[src/rtl/interposer_pkg.sv]
// Shared definitions for the multipoint interposer arbiter and its per-node stages.
// Holds node/destination/length widths, the request and control slice layouts,
// the injector state encoding and the packed descriptor payload.
package interposer_pkg;

  localparam int unsigned NODE_COUNT = 8;
  localparam int unsigned DEST_W     = 3;
  localparam int unsigned LEN_W      = 4;

  // Request slice per node: {on, dest}; the ON bit is the MSB.
  localparam int unsigned REQ_W      = DEST_W + 1;
  localparam int unsigned REQ_ON_BIT = DEST_W;

  // Control slice per node: {send, receive, bypass}.
  localparam int unsigned CTRL_W      = 3;
  localparam int unsigned CTRL_SEND   = 2;
  localparam int unsigned CTRL_RECV   = 1;
  localparam int unsigned CTRL_BYPASS = 0;

  typedef enum logic [1:0] {
    IDLE = 2'd0,
    REQ  = 2'd1,
    XMIT = 2'd2
  } inj_state_e;

  // Packet descriptor as stored in the injector FIFO; len holds beats-1.
  typedef struct packed {
    logic [DEST_W-1:0] dest;
    logic [LEN_W-1:0]  len;
  } desc_t;

endpackage

[src/rtl/desc_fifo.sv]
// Synchronous descriptor FIFO with registered occupancy and full/empty flags.
// Ports: clk, reset (sync active-low), push/wdata (ignored when full),
// pop/rdata (ignored when empty, rdata is the current head), count, full, empty.
module desc_fifo #(
  parameter int unsigned W     = 7,
  parameter int unsigned DEPTH = 4,
  parameter int unsigned CNT_W = 3
) (
  input  logic             clk,
  input  logic             reset,
  input  logic             push,
  input  logic             pop,
  input  logic [W-1:0]     wdata,
  output logic [W-1:0]     rdata,
  output logic [CNT_W-1:0] count,
  output logic             full,
  output logic             empty
);

  localparam int unsigned PTR_W = $clog2(DEPTH);

  if ((DEPTH < 2) || ((DEPTH & (DEPTH - 1)) != 0)) begin : g_bad_depth
    $error("desc_fifo: DEPTH must be a power of 2 and at least 2");
  end
  if (CNT_W != $clog2(DEPTH) + 1) begin : g_bad_cnt_w
    $error("desc_fifo: CNT_W must be clog2(DEPTH)+1");
  end

  logic [W-1:0]     mem [DEPTH];
  logic [PTR_W-1:0] wr_ptr;
  logic [PTR_W-1:0] rd_ptr;
  logic [CNT_W-1:0] count_d;
  logic             do_push;
  logic             do_pop;

  assign do_push = push && !full;
  assign do_pop  = pop && !empty;
  assign rdata   = mem[rd_ptr];

  // Occupancy update; a simultaneous push and pop leaves the count unchanged.
  always_comb begin
    count_d = count;
    case ({do_push, do_pop})
      2'b10:   count_d = count + CNT_W'(1);
      2'b01:   count_d = count - CNT_W'(1);
      default: count_d = count;
    endcase
  end

  // Pointers and flags; pointers wrap naturally since DEPTH is a power of 2.
  always_ff @(posedge clk) begin
    if (!reset) begin
      wr_ptr <= '0;
      rd_ptr <= '0;
      count  <= '0;
      full   <= 1'b0;
      empty  <= 1'b1;
    end else begin
      if (do_push) wr_ptr <= wr_ptr + PTR_W'(1);
      if (do_pop)  rd_ptr <= rd_ptr + PTR_W'(1);
      count <= count_d;
      full  <= (count_d == CNT_W'(DEPTH));
      empty <= (count_d == '0);
    end
  end

  // Storage array, no reset needed: contents are only read when occupancy says valid.
  always_ff @(posedge clk) begin
    if (do_push) mem[wr_ptr] <= wdata;
  end

endmodule

[src/rtl/node_request_injector.sv]
// Per-node upstream stage for the interposer arbiter.
// Queues packet descriptors, presents the head as the request slice {on, dest},
// pops on the node's Tx grant and sequences the transmit beats.
// Ports: clk, reset (sync active-low), enq_valid/enq_ready/enq_dest/enq_len (push side),
// tx_grant (arbiter send bit), req_out (request slice), xmit_active/xmit_dest/xmit_last
// (beat sequencing), drop_err (self-addressed push rejected), fifo_count (occupancy).
module node_request_injector #(
  parameter int unsigned NODE_ID    = 0,
  parameter int unsigned NODE_COUNT = 8,
  parameter int unsigned DEST_W     = 3,
  parameter int unsigned LEN_W      = 4,
  parameter int unsigned DEPTH      = 4,
  parameter int unsigned CNT_W      = 3
) (
  input  logic              clk,
  input  logic              reset,
  input  logic              enq_valid,
  output logic              enq_ready,
  input  logic [DEST_W-1:0] enq_dest,
  input  logic [LEN_W-1:0]  enq_len,
  input  logic              tx_grant,
  output logic [DEST_W:0]   req_out,
  output logic              xmit_active,
  output logic [DEST_W-1:0] xmit_dest,
  output logic              xmit_last,
  output logic              drop_err,
  output logic [CNT_W-1:0]  fifo_count
);

  import interposer_pkg::*;

  localparam int unsigned FIFO_W = DEST_W + LEN_W;

  if (DEST_W != $clog2(NODE_COUNT)) begin : g_bad_dest_w
    $error("node_request_injector: DEST_W must be clog2(NODE_COUNT)");
  end
  if (NODE_ID >= NODE_COUNT) begin : g_bad_node_id
    $error("node_request_injector: NODE_ID out of range");
  end

  inj_state_e        state_q;
  inj_state_e        state_d;
  logic [LEN_W-1:0]  beat_q;
  logic [LEN_W-1:0]  beat_d;

  logic              fifo_push;
  logic              fifo_pop;
  logic [FIFO_W-1:0] fifo_rdata;
  logic              fifo_full;
  logic              fifo_empty;
  logic [DEST_W-1:0] head_dest;
  logic [LEN_W-1:0]  head_len;
  logic              self_addr;

  logic [DEST_W:0]   req_d;
  logic              xmit_active_d;
  logic [DEST_W-1:0] xmit_dest_d;
  logic              xmit_last_d;
  logic              drop_d;

  assign self_addr = (enq_dest == DEST_W'(NODE_ID));
  assign fifo_push = enq_valid && !fifo_full && !self_addr;
  assign head_dest = fifo_rdata[FIFO_W-1 -: DEST_W];
  assign head_len  = fifo_rdata[LEN_W-1:0];
  assign enq_ready = !fifo_full;

  desc_fifo #(
    .W     (FIFO_W),
    .DEPTH (DEPTH),
    .CNT_W (CNT_W)
  ) u_desc_fifo (
    .clk   (clk),
    .reset (reset),
    .push  (fifo_push),
    .pop   (fifo_pop),
    .wdata ({enq_dest, enq_len}),
    .rdata (fifo_rdata),
    .count (fifo_count),
    .full  (fifo_full),
    .empty (fifo_empty)
  );

  // State and beat-counter register.
  always_ff @(posedge clk) begin
    if (!reset) begin
      state_q <= IDLE;
      beat_q  <= '0;
    end else begin
      state_q <= state_d;
      beat_q  <= beat_d;
    end
  end

  // Next-state logic; the grant is only honoured while requesting.
  always_comb begin
    state_d  = state_q;
    beat_d   = beat_q;
    fifo_pop = 1'b0;
    case (state_q)
      IDLE: begin
        if (!fifo_empty) state_d = REQ;
      end
      REQ: begin
        if (tx_grant) begin
          fifo_pop = 1'b1;
          beat_d   = head_len;
          state_d  = XMIT;
        end
      end
      XMIT: begin
        if (beat_q == '0) state_d = fifo_empty ? IDLE : REQ;
        else              beat_d  = beat_q - LEN_W'(1);
      end
      default: state_d = IDLE;
    endcase
  end

  // Output values for the coming cycle, decoded from the next state.
  always_comb begin
    req_d         = '0;
    xmit_active_d = 1'b0;
    xmit_last_d   = 1'b0;
    xmit_dest_d   = xmit_dest;
    drop_d        = enq_valid && !fifo_full && self_addr;
    if (fifo_pop) xmit_dest_d = head_dest;
    case (state_d)
      REQ:  req_d = {1'b1, head_dest};
      XMIT: begin
        xmit_active_d = 1'b1;
        xmit_last_d   = (beat_d == '0);
      end
      default: ;
    endcase
  end

  // Output registers.
  always_ff @(posedge clk) begin
    if (!reset) begin
      req_out     <= '0;
      xmit_active <= 1'b0;
      xmit_dest   <= '0;
      xmit_last   <= 1'b0;
      drop_err    <= 1'b0;
    end else begin
      req_out     <= req_d;
      xmit_active <= xmit_active_d;
      xmit_dest   <= xmit_dest_d;
      xmit_last   <= xmit_last_d;
      drop_err    <= drop_d;
    end
  end

endmodule
[config.mk]
export PLATFORM = sky130hd
export DESIGN_NAME = node_request_injector
export DESIGN_NICKNAME = d
export VERILOG_FILES = /design/src/rtl/interposer_pkg.sv /design/src/rtl/desc_fifo.sv /design/src/rtl/node_request_injector.sv
export SDC_FILE = /design/constraint.sdc
export NUM_CORES = 1
export LEC_CHECK = 0
export ABC_AREA = 1
export CAP_MARGIN = 25
export CORE_MARGIN = 3
export CORE_UTILIZATION = 35
export DETAILED_ROUTE_END_ITERATION = 10
export PLACE_DENSITY = 0.64
export SLEW_MARGIN = 0
export SYNTH_ARGS = -nofsm -noshare
export SYNTH_HDL_FRONTEND = slang
export SYNTH_HIERARCHICAL = 1
export SYNTH_SLANG_ARGS = --single-unit
[constraint.sdc]
create_clock -name clk -period 3.2 [get_ports clk]
set_input_delay 0.48 -clock clk [delete_from_list [all_inputs] [get_ports clk]]
set_output_delay 0.48 -clock clk [all_outputs]
set_load 0.02 [all_outputs]
# After elaboration in Yosys (flattened, before gate mapping)
# Memories as Yosys holds them, arrays and structs flattened. A register that Yosys moved wholly into a read port is not among the register bits.
# Index checks and enable logic that the tools add are counted.
dict set report word_totals {
  regBits 25
  latch_bits 0
  ramBits 28
  rom_bits 0
  in_bits 11
  out_inout_bits 14
  elab_cells 58
  n_memories 1
}
# memory depth word_bits read_ports rd_clocked_by_memory_dff wr line_no
set memory_table {}
lappend memory_table {u_desc_fifo.mem 4 7 1 1 1 desc_fifo.sv:29} ;# logic [W-1:0] mem [DEPTH];
dict set report op_classes {
  add_sub_neg 5
  multipliers 0
  div_mod_pow 0
  magnitude_cmp 0
  eq_ne 7
  shifts 0
  mux 17
  bitwise_logic 0
  n_reduce_logical 15
}
# op n
set op_table {}
lappend op_table {{4-bit 2-to-1 mux} 3}
lappend op_table {{2-bit 2-to-1 mux} 5}
lappend op_table {{4-bit zero test} 2}
lappend op_table {{4-bit one-hot mux with 2 select lines} 1}
lappend op_table {{2-bit by 1-bit == test with 1-bit output, second input constant} 3}
lappend op_table {{2-bit == test, second input constant} 3}
lappend op_table {{3-bit zero test} 2}
lappend op_table {{1-bit 2-to-1 mux} 6}
lappend op_table {{2-bit one-hot mux with 3 select lines} 1}
lappend op_table {{3-bit one-hot mux with 2 select lines} 1}
lappend op_table {{1-bit logical AND} 5}
lappend op_table {{2-bit by 1-bit adder with 2-bit output, second input constant} 2}
lappend op_table {{2-bit AND reduction} 2}
lappend op_table {{4-bit by 1-bit subtractor with 4-bit output, second input constant} 1}
lappend op_table {{3-bit by 1-bit adder with 3-bit output, second input constant} 1}
lappend op_table {{3-bit == test, second input constant} 1}
lappend op_table {{1-bit zero test} 3}
lappend op_table {{3-bit by 1-bit subtractor with 3-bit output, second input constant} 1}
lappend op_table {{2-bit zero test} 1}

# Longest topological paths before layout
dict set report logic_depth {
  depth_word 7
  mapped_depth 15
  depth_no_buf 15
}

# By module
# The synthesis kept the hierarchy.
# mod n_inst cells_per_inst area_each_um2 seq_area_each_um2
set modules_own_cells {}
lappend modules_own_cells {desc_fifo 1 137 1584.0 1061.0}
lappend modules_own_cells {node_request_injector 1 122 847.1 320.3}

# Worst setup path before layout
# Ideal clock, no wire load.
dict set report synth_path {
  path_kind {register to register}
  start {register state_q[1]}
  end {register u_desc_fifo.empty}
  setup_time_ns 0.113
  arrival_time_ns 2.141
  required_time_ns 3.087
  path_slack_ns 0.946
  stages_incl_launch_ff 14
  path_buffers 0
  synth_period_minus_slack_ns 2.254
  path_cell_list {dfxtp_1 > inv_1 > ha_1 > nand2_1 > clkinv_1 > inv_1 > nor2_4 > ha_1 > inv_1 > fa_1 > o21ai_0 > nor2_2 > nand3_1 > nand2_1}
}
dict set report synth_between {
  elab_chain_len 6
  elab_cells_between_ends 7
  classes_between {eq/ne: 3; mux: 2; reduce/logical: 2}
}
# item line_no
set synth_lines {}
lappend synth_lines {{from (decl)} node_request_injector.sv:41} ;# inj_state_e state_q;
lappend synth_lines {{from (signal assigned)} node_request_injector.sv:89} ;# state_q <= state_d;
lappend synth_lines {{2-bit by 1-bit == test with 1-bit output *} node_request_injector.sv:99} ;# case (state_q)
lappend synth_lines {{1-bit 2-to-1 mux *} node_request_injector.sv:99}
lappend synth_lines {{named net fifo_pop} node_request_injector.sv:47} ;# logic fifo_pop;
lappend synth_lines {{1-bit logical AND *} desc_fifo.sv:37} ;# assign do_pop = pop && !empty;
lappend synth_lines {{2-bit by 1-bit == test with 1-bit output or 2-bit == test (tied branches)} desc_fifo.sv:43} ;# case ({do_push, do_pop})
lappend synth_lines {{3-bit one-hot mux with 2 select lines *} desc_fifo.sv:43}
lappend synth_lines {{3-bit zero test *} desc_fifo.sv:63} ;# empty <= (count_d == '0);
lappend synth_lines {{to (signal assigned)} desc_fifo.sv:63}
lappend synth_lines {{to (decl)} desc_fifo.sv:17} ;# output logic empty
# Mark *: on every way through the listed nets, which the timed path passes. The rest lies on a longest branch.
# A chain may end at the register's enable or synchronous reset.

# Worst setup path after layout
# Same ends and word-level chain as after synthesis.

==> run_results.csv <==
group,metric,value,unit
finish,diodes,0,
clock_network,hold_buffers,0,
setup_path,crit_required,3.39,ns
run,cap_violations,0,
setup_path,r2r_start,"state_q[1]$_SDFF_PN0_",
clock_network,cts.sink_count,55,
finish,areaGrowthSynthToFinish,16.4,%
global_route,grt_use_total,12.1,%
floorplan,die_h,89.3,um
power_and_ir_drop,seq_power_share,48.6,%
placement,portBuffers,24,
setup_path,r2r_end,"u_desc_fifo/empty$_SDFF_PN1_",
global_route,overflow,0,
logic_synthesis,ys_ff_latch,55,
power_and_ir_drop,clkPwrFrac,20.6,%
setup_path,endpoint_kind,"register",
clock_network,cts_root_buf,"clkbuf_8",
global_route,grt_antenna_before_repair,0,
sta,hold_violations,0,
power_and_ir_drop,p_int,1.18,mW
power_and_ir_drop,p_leak,1.16,nW
worst_hold_path,hold_start,"u_desc_fifo/rd_ptr[0]$_SDFFE_PN0N_",
routing,avgRoutedWirePerCell,12.0,um
routing,via_count,1691,
logic_synthesis,synth_nets,281,
clock_network,cts_buffer_depth,2,
setup_path,rr_worst_depth,13,
global_route,grt_max_degree,17,
sta,tightest_slew,0.676,ns
global_route,grt_pass1_wl,7360,um
finish,fin_area,2830,um2
logic_synthesis,synth_area_per_cell,9.39,um2
logic_synthesis,yosysSeqAreaShare,56.8,%
power_and_ir_drop,p_sw,0.612,mW
logic_synthesis,netlist_instances,259,
worst_hold_path,hp-class,"reg -> reg",
clock_network,cts_tree,"done",
clock_network,cts-htree-levels,2,
sta,fin_skew,0.00631,ns
setup_path,start_kind,"register",
floorplan,die_area,7980,um2
logic_synthesis,yosysWarnings,6,
placement,place_ws,0.427,ns
routing,ant_nets,0,
finish,fin_cells,366,
floorplan,core.rowCount,29,
finish,final_nets,310,
clock_network,clk_latency,0.30,ns
power_and_ir_drop,power,1.80,mW
floorplan,initial_core_util,37.2,%
sta,setup_ws,0.659,ns
sta,post-route-period-util,79.4,%
setup_path,cp.arrival,2.74,ns
floorplan,io_pins,25,
setup_path,path_max_fanout,9,
setup_path,critPathKind,"reg -> reg",
floorplan,core_region_area,6530,um2
sta,setup_violations,0,
placement,place_inst,358,
logic_synthesis,yosysUniqueCellTypes,26,
worst_hold_path,hold_depth,2,
power_and_ir_drop,ir_worst_vdd,0.000284,V
clock_network,post-cts-setup-buffer-count,0,
sta,finalCriticalPeriod,2.54,ns
power_and_ir_drop,switching_share,34.1,%
routing,drt_wl_total,4410,um
clock_network,cts_buffers,5,
placement,place_congestion,0.790,
setup_path,regToRegSetupSlack,0.66,ns
routing,vias_per_cell,4.62,
routing,route.detailed.drc,0,
logic_synthesis,synth_area,2430,um2
global_route,first_global_vias,1630,
power_and_ir_drop,powerDensity,635,nW/um2
routing,drtIter0Drc,68,
finish,drive_above_1_share,7.96,%
sta,finalMaxSlewViolations,0,
finish,n_fill_cell,644,
sta,rsz0062_at_grt,"false",
placement,dp_hpwl,3330,um
routing,first_pass_iters,4,
sta,relSlewSlack,54.7,%
floorplan,dieWidth,89.3,um
run_status,status,"finished, final reports clean",
sta,finalSetupTns,0,ns
clock_network,clk_pin_slew,0.09,ns
power_and_ir_drop,combPwrFrac,30.8,%
placement,place_area,2750,um2
finish,utilization,43.3,%
sta,fmax,394,MHz
sta,whs,0.503,ns
clock_network,cts_resized,0,
-- kinds of logic after synthesis --
family | share of synthesized area (%)
AO/OA/AOI/OAI | 9.01
adder cells (fa/ha/maj) | 5.97
buffers and inverters | 7.10
XOR/XNOR | 0.721
AND/OR/NAND/NOR | 20.4
flip-flops | 56.8
-- flip-flops by register name, indices dropped and copies added, names as in the netlist, named ones only --
name                flops
xmit_last               1
req_out                 4
u_desc_fifo/empty       1
drop_err                1
beat_q                  4
u_desc_fifo/mem        28
u_desc_fifo/wr_ptr      2
u_desc_fifo/full        1
xmit_active             1
u_desc_fifo/count       3
xmit_dest               3
state_q                 2
u_desc_fifo/rd_ptr      2
-- how the worst max path moves through the flow --
stage	endpoint	startpoint	slack, ns
detailed placement	u_desc_fifo/empty$_SDFF_PN1_	enq_dest[1]	0.43
finish	u_desc_fifo/empty$_SDFF_PN1_	state_q[1]$_SDFF_PN0_	0.66
floorplan	u_desc_fifo/empty$_SDFF_PN1_	state_q[1]$_SDFF_PN0_	0.95
global route	u_desc_fifo/empty$_SDFF_PN1_	state_q[1]$_SDFF_PN0_	0.41
global placement	u_desc_fifo/empty$_SDFF_PN1_	tx_grant	0.51
CTS	u_desc_fifo/empty$_SDFF_PN1_	state_q[1]$_SDFF_PN0_	0.65
-- placed cells by master (no fill, tap or decap), types with 4 or more instances in the layout --
cell type	Yosys	final
a21oi_1	9	9
clkbuf_8	0	5
clkdlybuf4s50_1	0	24
dfxtp_1	27	27
edfxtp_1	28	28
ha_1	10	10
inv_1	38	38
nand2_1	43	43
nand2_2	5	5
nand3_1	16	16
nor2_1	37	37
o21ai_0	14	14
o21ai_1	4	4
o22ai_1	7	7
-- synth_stat cells --
cell | n | area, um2
nand4_1 | 2 | 12.5
nor2_4 | 2 | 22.5
nand2_1 | 43 | 161
nor2_2 | 2 | 12.5
o22ai_1 | 7 | 43.8
a21oi_1 | 9 | 45.0
a21boi_2 | 2 | 22.5
xor2_1 | 1 | 8.76
buf_6 | 2 | 22.5
o21ai_0 | 14 | 70.1
nand3_1 | 16 | 80.1
edfxtp_1 | 28 | 841
inv_2 | 1 | 3.75
fa_1 | 1 | 20.0
nor2_1 | 37 | 139
dfxtp_1 | 27 | 541
xnor2_1 | 1 | 8.76
nor3_1 | 1 | 5.00
ha_1 | 10 | 125
nand2_4 | 1 | 11.3
o21ai_2 | 2 | 17.5
inv_1 | 38 | 143
clkinv_1 | 1 | 3.75
nand2_2 | 5 | 31.3
o21ai_1 | 4 | 20.0
nand3_2 | 2 | 20.0
-- per-layer routing --
metal  track usage [%]  up-vias  share of wire, %
met5                 0        -                 0
met4              3.79        0              0.91
met3              3.78        5               3.0
met2              20.2       22                49
met1              15.1      764                47
li1                  -      900                 -
-- power groups by stage --
stage                     registers [mW]  logic (mW)  clock network (mW)
after floorplan                    0.906       0.390                   0
after global placement             0.890       0.548                   0
after detailed placement           0.889       0.555                   0
after CTS                          0.874       0.558               0.388
after global routing               0.885       0.637               0.422
final                              0.873       0.553               0.370
-- worst max-delay path: stages, from the launching register on --
cell	delay, ns
dfxtp_1	0.38
inv_1	0.09
ha_1	0.26
nand2_1	0.13
clkinv_1	0.19
inv_1	0.15
nor2_4	0.05
ha_1	0.20
inv_1	0.09
fa_1	0.41
o21ai_0	0.29
nor2_2	0.08
nand3_1	0.07
nand2_1	0.05
-- layout make-up --
| class | count | area, um2 | share of cell area [%] |
|---|---|---|---|
| Clock inverter | 2 | 12.5 | 0.442 |
| Tap cell | 77 | 96.3 | 3.40 |
| Sequential cell | 55 | 1380 | 48.8 |
| Inverter | 40 | 150 | 5.31 |
| Clock buffer | 6 | 72.6 | 2.56 |
| Timing Repair Buffer | 24 | 240 | 8.49 |
| Multi-Input combinational cell | 162 | 877 | 31.0 |
(Power assumes the default switching activity.)
